--- src/rtl/lsu_dmem_ctrl.sv ---
// Load/store unit between the execute stage and a word-addressed view of the
// byte-array data memory. One request in flight at a time. Sub-word stores are
// performed as read-modify-write. Illegal requests answer with an error and
// never reach memory.
module lsu_dmem_ctrl #(
    parameter int NB_DATA  = 32,
    parameter int NB_ADDR  = 32,
    parameter int MEM_SIZE = 1024
) (
    input  logic               i_clock,
    input  logic               i_reset_n,
    input  logic               i_req_valid,
    output logic               o_req_ready,
    input  logic               i_req_we,
    input  logic [2:0]         i_req_funct3,
    input  logic [NB_ADDR-1:0] i_req_addr,
    input  logic [NB_DATA-1:0] i_req_wdata,
    output logic               o_rsp_valid,
    input  logic               i_rsp_ready,
    output logic [NB_DATA-1:0] o_rsp_rdata,
    output logic               o_rsp_error,
    output logic [NB_ADDR-1:0] o_dmem_address,
    output logic               o_dmem_wr_enable,
    output logic [NB_DATA-1:0] o_dmem_wr_data,
    input  logic [NB_DATA-1:0] i_dmem_rd_data
);

    typedef enum logic [1:0] {IDLE, READ, WRITE, RESP} state_t;

    state_t               state_reg, state_next;
    logic                 we_reg;
    logic [2:0]           funct3_reg;
    logic [NB_ADDR-1:0]   addr_reg;
    logic [NB_DATA-1:0]   wdata_reg;
    logic [NB_DATA-1:0]   word_reg;
    logic [NB_DATA-1:0]   rdata_reg;
    logic                 error_reg;

    logic                 accept;
    logic [2:0]           req_size;
    logic [NB_ADDR:0]     req_end;
    logic                 funct3_legal;
    logic                 misaligned;
    logic                 out_of_range;
    logic                 req_error;

    logic [4:0]           lane_shift;
    logic [NB_DATA-1:0]   shifted;
    logic [NB_DATA-1:0]   load_data;
    logic [NB_DATA-1:0]   lane_mask;
    logic [NB_DATA-1:0]   merged;
    logic [NB_ADDR-1:0]   aligned_addr;

    // A request is taken only while idle; computed from state, not o_req_ready.
    assign accept       = i_req_valid && (state_reg == IDLE);
    assign aligned_addr = {addr_reg[NB_ADDR-1:2], 2'b00};

    // Decode the incoming request: access size, legality, alignment and range.
    always_comb begin
        req_size = 3'd1;
        case (i_req_funct3[1:0])
            2'b01:   req_size = 3'd2;
            2'b10:   req_size = 3'd4;
            default: req_size = 3'd1;
        endcase
        if (i_req_we)
            funct3_legal = (i_req_funct3 <= 3'd2);
        else
            funct3_legal = (i_req_funct3 != 3'd3) && (i_req_funct3 != 3'd6) &&
                           (i_req_funct3 != 3'd7);
        misaligned   = ((req_size == 3'd2) && i_req_addr[0]) ||
                       ((req_size == 3'd4) && (i_req_addr[1:0] != 2'b00));
        // One extra bit so addresses near the top of the space cannot wrap.
        req_end      = {1'b0, i_req_addr} + (NB_ADDR+1)'(req_size);
        out_of_range = req_end > (NB_ADDR+1)'(MEM_SIZE);
        req_error    = !funct3_legal || misaligned || out_of_range;
    end

    // Lane extraction for loads and lane merge for sub-word stores.
    always_comb begin
        lane_shift = {addr_reg[1:0], 3'b000};
        shifted    = i_dmem_rd_data >> lane_shift;
        case (funct3_reg)
            3'd0:    load_data = {{(NB_DATA-8){shifted[7]}}, shifted[7:0]};
            3'd1:    load_data = {{(NB_DATA-16){shifted[15]}}, shifted[15:0]};
            3'd4:    load_data = {{(NB_DATA-8){1'b0}}, shifted[7:0]};
            3'd5:    load_data = {{(NB_DATA-16){1'b0}}, shifted[15:0]};
            default: load_data = shifted;
        endcase
        lane_mask = (funct3_reg[1:0] == 2'b01) ? NB_DATA'(16'hFFFF) : NB_DATA'(8'hFF);
        merged    = (i_dmem_rd_data & ~(lane_mask << lane_shift)) |
                    ((wdata_reg & lane_mask) << lane_shift);
    end

    // State register; reset aborts any access in progress.
    always_ff @(posedge i_clock or negedge i_reset_n) begin
        if (!i_reset_n)
            state_reg <= IDLE;
        else
            state_reg <= state_next;
    end

    // Next-state and memory/handshake outputs.
    always_comb begin
        state_next       = state_reg;
        o_req_ready      = 1'b0;
        o_rsp_valid      = 1'b0;
        o_dmem_address   = '0;
        o_dmem_wr_enable = 1'b0;
        o_dmem_wr_data   = '0;
        case (state_reg)
            IDLE: begin
                o_req_ready = 1'b1;
                if (accept) begin
                    if (req_error)
                        state_next = RESP;
                    else if (i_req_we && (i_req_funct3[1:0] == 2'b10))
                        state_next = WRITE;
                    else
                        state_next = READ;
                end
            end
            READ: begin
                o_dmem_address = aligned_addr;
                state_next     = we_reg ? WRITE : RESP;
            end
            WRITE: begin
                o_dmem_address   = aligned_addr;
                o_dmem_wr_enable = 1'b1;
                o_dmem_wr_data   = word_reg;
                state_next       = RESP;
            end
            RESP: begin
                o_rsp_valid = 1'b1;
                if (i_rsp_ready)
                    state_next = IDLE;
            end
            default: state_next = IDLE;
        endcase
    end

    // Request capture, read-data capture/merge and the registered response.
    always_ff @(posedge i_clock or negedge i_reset_n) begin
        if (!i_reset_n) begin
            we_reg     <= 1'b0;
            funct3_reg <= '0;
            addr_reg   <= '0;
            wdata_reg  <= '0;
            word_reg   <= '0;
            rdata_reg  <= '0;
            error_reg  <= 1'b0;
        end else begin
            case (state_reg)
                IDLE: begin
                    if (accept) begin
                        we_reg     <= i_req_we;
                        funct3_reg <= i_req_funct3;
                        addr_reg   <= i_req_addr;
                        wdata_reg  <= i_req_wdata;
                        word_reg   <= i_req_wdata;
                        rdata_reg  <= '0;
                        error_reg  <= req_error;
                    end
                end
                READ: begin
                    if (we_reg)
                        word_reg <= merged;
                    else
                        rdata_reg <= load_data;
                end
                RESP: begin
                    if (i_rsp_ready) begin
                        rdata_reg <= '0;
                        error_reg <= 1'b0;
                    end
                end
                default: ;
            endcase
        end
    end

    assign o_rsp_rdata = rdata_reg;
    assign o_rsp_error = error_reg;

endmodule

--- config.mk ---
export PLATFORM = sky130hd
export DESIGN_NAME = lsu_dmem_ctrl
export DESIGN_NICKNAME = d
export VERILOG_FILES = /design/src/rtl/lsu_dmem_ctrl.sv
export SDC_FILE = /design/constraint.sdc
export NUM_CORES = 1
export LEC_CHECK = 0
export ABC_AREA = 0
export BUFFER_PORTS_ARGS = -buffer_cell sky130_fd_sc_hd__clkbuf_2
export CAP_MARGIN = 10
export CORE_MARGIN = 10
export CORE_UTILIZATION = 40
export CTS_CLUSTER_DIAMETER = 200
export CTS_CLUSTER_SIZE = 24
export DETAILED_ROUTE_END_ITERATION = 10
export GPL_TIMING_DRIVEN = 0
export PLACE_DENSITY = 0.75
export SLEW_MARGIN = 20
export SYNTH_ARGS = -nofsm -noshare
export SYNTH_HDL_FRONTEND = slang
export SYNTH_SLANG_ARGS = --single-unit
--- constraint.sdc ---
create_clock -name i_clock -period 4.4 [get_ports i_clock]
set_input_delay 0.66 -clock i_clock [delete_from_list [all_inputs] [get_ports i_clock]]
set_output_delay 0.66 -clock i_clock [all_outputs]
set_load 0.02 [all_outputs]
==> impl_metrics.xml <==
<?xml version="1.0" encoding="UTF-8"?>
<metrics>
  <group name="cells_and_area">
    <metric name="layout.nets" unit="">1120</metric>
    <metric name="drive_gt1_frac" unit="">0.3048</metric>
    <metric name="areaGrowthSynthToFinish" unit="%">26.71</metric>
    <metric name="layoutNonFillerInstCount" unit="">1243</metric>
  </group>
  <group name="worst_setup_path">
    <metric name="worstSetupEndpointType" unit="">flip-flop</metric>
    <metric name="worst-setup-path-type" unit="">input pin to flip-flop</metric>
    <metric name="cp-start-kind" unit="">input pin</metric>
    <metric name="cp_data_arrival_time" unit="ps">3550</metric>
    <metric name="critPathMaxFanout" unit="">7</metric>
    <metric name="worst-endpoint-required" unit="ps">4680</metric>
  </group>
  <group name="clock_network">
    <metric name="hold_buffers" unit="">0</metric>
    <metric name="ctsLongestPathBuffers" unit="">2</metric>
    <metric name="post_cts_resized" unit="">0</metric>
    <metric name="numCtsBuffers" unit="">17</metric>
    <metric name="clk_pin_slew_worst_paths" unit="ps">60</metric>
    <metric name="htreeDepth" unit="">4</metric>
    <metric name="numClockSinks" unit="">119</metric>
    <metric name="cts_setup_buffers" unit="">0</metric>
    <metric name="clockRootBuffer" unit="">sky130_fd_sc_hd__clkbuf_16</metric>
    <metric name="worstSkewPairLatency" unit="ps">430</metric>
    <metric name="cts_tree" unit="">built</metric>
  </group>
  <group name="floorplanning">
    <metric name="dieWidth" unit="µm">153.2</metric>
    <metric name="placeableCoreArea" unit="mm²">0.01736</metric>
    <metric name="floorplan.die_area" unit="mm²">0.02348</metric>
    <metric name="num_io_pins" unit="">204</metric>
    <metric name="die_h" unit="µm">153.2</metric>
    <metric name="fp-row-count" unit="">48</metric>
    <metric name="floorplan.initialDensity" unit="">0.4091</metric>
  </group>
  <group name="timing">
    <metric name="period_utilization_post_route" unit="">0.7444</metric>
    <metric name="timing.final.hold_violations" unit="">0</metric>
    <metric name="grt_setup_unrepaired" unit="">false</metric>
    <metric name="setup-tns-final" unit="ps">0</metric>
    <metric name="final.min_clock_period" unit="ps">3275</metric>
    <metric name="max_clock_freq" unit="MHz">305.3</metric>
    <metric name="report.final.slew_viol_count" unit="">0</metric>
    <metric name="slew-limit-headroom" unit="">0.4034</metric>
    <metric name="whs" unit="ps">126.7</metric>
    <metric name="finalSetupViolCount" unit="">0</metric>
    <metric name="worst-slew-pin-transition" unit="ps">888.9</metric>
    <metric name="worst_clock_skew" unit="ps">6.393</metric>
  </group>
  <group name="job">
    <metric name="total_of_max_cap_violations" unit="">0</metric>
  </group>
  <group name="detailed_routing">
    <metric name="antenna_left" unit="">0</metric>
    <metric name="post_drt_via_cell_ratio" unit="">5.524</metric>
    <metric name="totalWireLength" unit="µm">24520</metric>
    <metric name="wl_per_cell" unit="µm">19.73</metric>
    <metric name="detail_route.first_pass.iterations" unit="">5</metric>
    <metric name="drt_iter0_markers" unit="">536</metric>
    <metric name="drcViolationCount" unit="">0</metric>
    <metric name="num_vias" unit="">6866</metric>
  </group>
  <group name="grt">
    <metric name="grt-busiest-layer" unit="">met2</metric>
    <metric name="gr-total-overflow" unit="">0</metric>
    <metric name="grt_first_pass_wirelength" unit="µm">38270</metric>
    <metric name="groute.layer.met1.usage" unit="">0.2488</metric>
    <metric name="grtUsageMet2" unit="">0.3206</metric>
    <metric name="number_of_global_route_vias_before_repair" unit="">6994</metric>
    <metric name="gr-usage-met3" unit="">0.08053</metric>
    <metric name="initial_antenna_violation_count" unit="">2</metric>
    <metric name="grt.total_usage" unit="">0.2032</metric>
    <metric name="grt_max_degree" unit="">87</metric>
  </group>
  <group name="hold_path">
    <metric name="hold_path_class" unit="">input pin to async pin</metric>
  </group>
  <group name="run_status">
    <metric name="status" unit="">completed</metric>
  </group>
  <group name="pwr">
    <metric name="p_per_area" unit="mW/mm²">765.4</metric>
    <metric name="p_leak" unit="nW">4.262</metric>
    <metric name="power.ir.vdd_worst" unit="µV">499.4</metric>
  </group>
  <group name="placed_design">
    <metric name="io_buffer_count" unit="">201</metric>
    <metric name="placed_cells_incl_taps" unit="">1210</metric>
    <metric name="finalWeightedCongestion" unit="">0.9282</metric>
    <metric name="detailedPlacementHpwl" unit="µm">19560</metric>
  </group>
  <group name="synth">
    <metric name="syn_inst" unit="">782</metric>
    <metric name="yosysMostFrequentCell" unit="">sky130_fd_sc_hd__nand2_1</metric>
    <metric name="ys_ff_latch" unit="">119</metric>
    <metric name="syn_avg_cell_area" unit="µm²">9.080</metric>
    <metric name="post_synth_main_area_contributors" unit="">sky130_fd_sc_hd__dfrtp_1, sky130_fd_sc_hd__mux2_2, sky130_fd_sc_hd__o21ai_0, sky130_fd_sc_hd__nand2_1, sky130_fd_sc_hd__mux2i_1</metric>
    <metric name="ys_warn_count" unit="">0</metric>
    <metric name="synth.cell_area" unit="mm²">0.007101</metric>
    <metric name="yosysTopAreaCell" unit="">sky130_fd_sc_hd__dfrtp_1</metric>
    <metric name="synthArstFlopShare" unit="">1.000</metric>
    <metric name="synth_cell_types" unit="">57</metric>
    <metric name="primary_ff_master_synth" unit="">sky130_fd_sc_hd__dfrtp_1</metric>
    <metric name="yosys-top-cells-count" unit="">sky130_fd_sc_hd__nand2_1, sky130_fd_sc_hd__dfrtp_1, sky130_fd_sc_hd__o21ai_0</metric>
    <metric name="number_of_enable_type_register_cells_in_the_synthesized_netlist" unit="">0</metric>
    <metric name="post-synth-top-area-fraction" unit="">0.4194</metric>
    <metric name="synth_seq_area_share" unit="">0.4194</metric>
  </group>
</metrics>
## placed cells by master (no fill, tap or decap), drive strengths merged, types with 4 or more instances in the layout
cell,Yosys,final
a22oi,8,8
nand2,125,125
a31oi,4,4
or2,4,4
and2,64,64
nor3,7,7
mux2i,43,43
ha,11,11
nand4,10,10
o22ai,4,4
nand3,28,28
a21oi,26,26
o21ai,118,118
buf,11,12
dfrtp,119,119
clkbuf,42,263
a22o,16,16
inv,7,7
clkinv,0,8
nor2,32,32
nor2b,6,6
mux2,57,57
## path summary, 6_finish.rpt
path | start | end | slack (ps) | depth (start not counted)
max in group asynchronous | i_reset_n | o_rsp_rdata[10] | 3530 | 2
worst min register to register | word_reg[18] | word_reg[18] | 470 | 2
worst min-delay path | i_reset_n | word_reg[17] | 130 | 1
worst max register to register | state_reg[0] | o_rsp_rdata[30] | 1560 | 10
min in group i_clock | word_reg[18] | word_reg[18] | 470 | 2
worst max-delay path | i_req_funct3[0] | state_reg[1] | 1120 | 13
## worst max-delay path, stage by stage
cell	delay (ps)
sky130_fd_sc_hd__clkbuf_2	130
sky130_fd_sc_hd__inv_1	70
sky130_fd_sc_hd__ha_1	290
sky130_fd_sc_hd__ha_1	220
sky130_fd_sc_hd__fa_1	440
sky130_fd_sc_hd__a21oi_1	380
sky130_fd_sc_hd__nor3_4	130
sky130_fd_sc_hd__a311o_1	330
sky130_fd_sc_hd__o21ai_0	80
sky130_fd_sc_hd__o211ai_1	120
sky130_fd_sc_hd__a2111oi_2	280
sky130_fd_sc_hd__and4_4	300
sky130_fd_sc_hd__a41oi_2	120
## logic make-up after synthesis
family	share of synthesized area
muxes	0.1510
AOI/OAI and AO/OA	0.1588
other	0.0005281
xor gates and xnor gates	0.007402
and+or+nand+nor	0.2072
buffers and inverters	0.03348
adders and majority gates	0.02220
DFF	0.4194
## routing by layer
metal  part of all wire  wire length [µm]
met3              0.099              2418
met4              0.023               566
met1               0.42             10330
met5                  0                 0
met2               0.46             11210
## through the flow
| step | cell area [µm²] | utilization | worst slack, ps | total power [mW] |
|---|---|---|---|---|
| 3_3_place_gp | 8392 | 0.4835 | 739.5 | 5.455 |
| 4_1_cts | 8995 | 0.5182 | 1152 | 6.904 |
| 5_1_grt | 8997 | 0.5184 | 1003 | 7.360 |
| 3_5_place_dp | 8428 | 0.4856 | 733.2 | 5.543 |
| 6_report | 8997 | 0.5184 | 1125 | 6.886 |
| 2_1_floorplan | 7104 | - | 1095 | 4.304 |
## where the power goes
group	switching, mW	internal, mW
Sequential	0.279	1.59
Combinational	2.34	1.33
Clock	0.517	0.830
## layout make-up
| cell class | instances | area, µm² |
|---|---|---|
| Inverter | 7 | 26.28 |
| Timing Repair Buffer | 202 | 1042 |
| Clock inverter | 12 | 130.1 |
| Clock buffer | 20 | 436.7 |
| Fill cell | 1621 | 8359 |
| Buffer | 53 | 211.5 |
| Sequential cell | 119 | 2978 |
| Tap cell | 225 | 281.5 |
| Antenna cell | 1 | 2.502 |
| Multi-Input combinational cell | 604 | 3889 |
(Power assumes the default switching activity.)
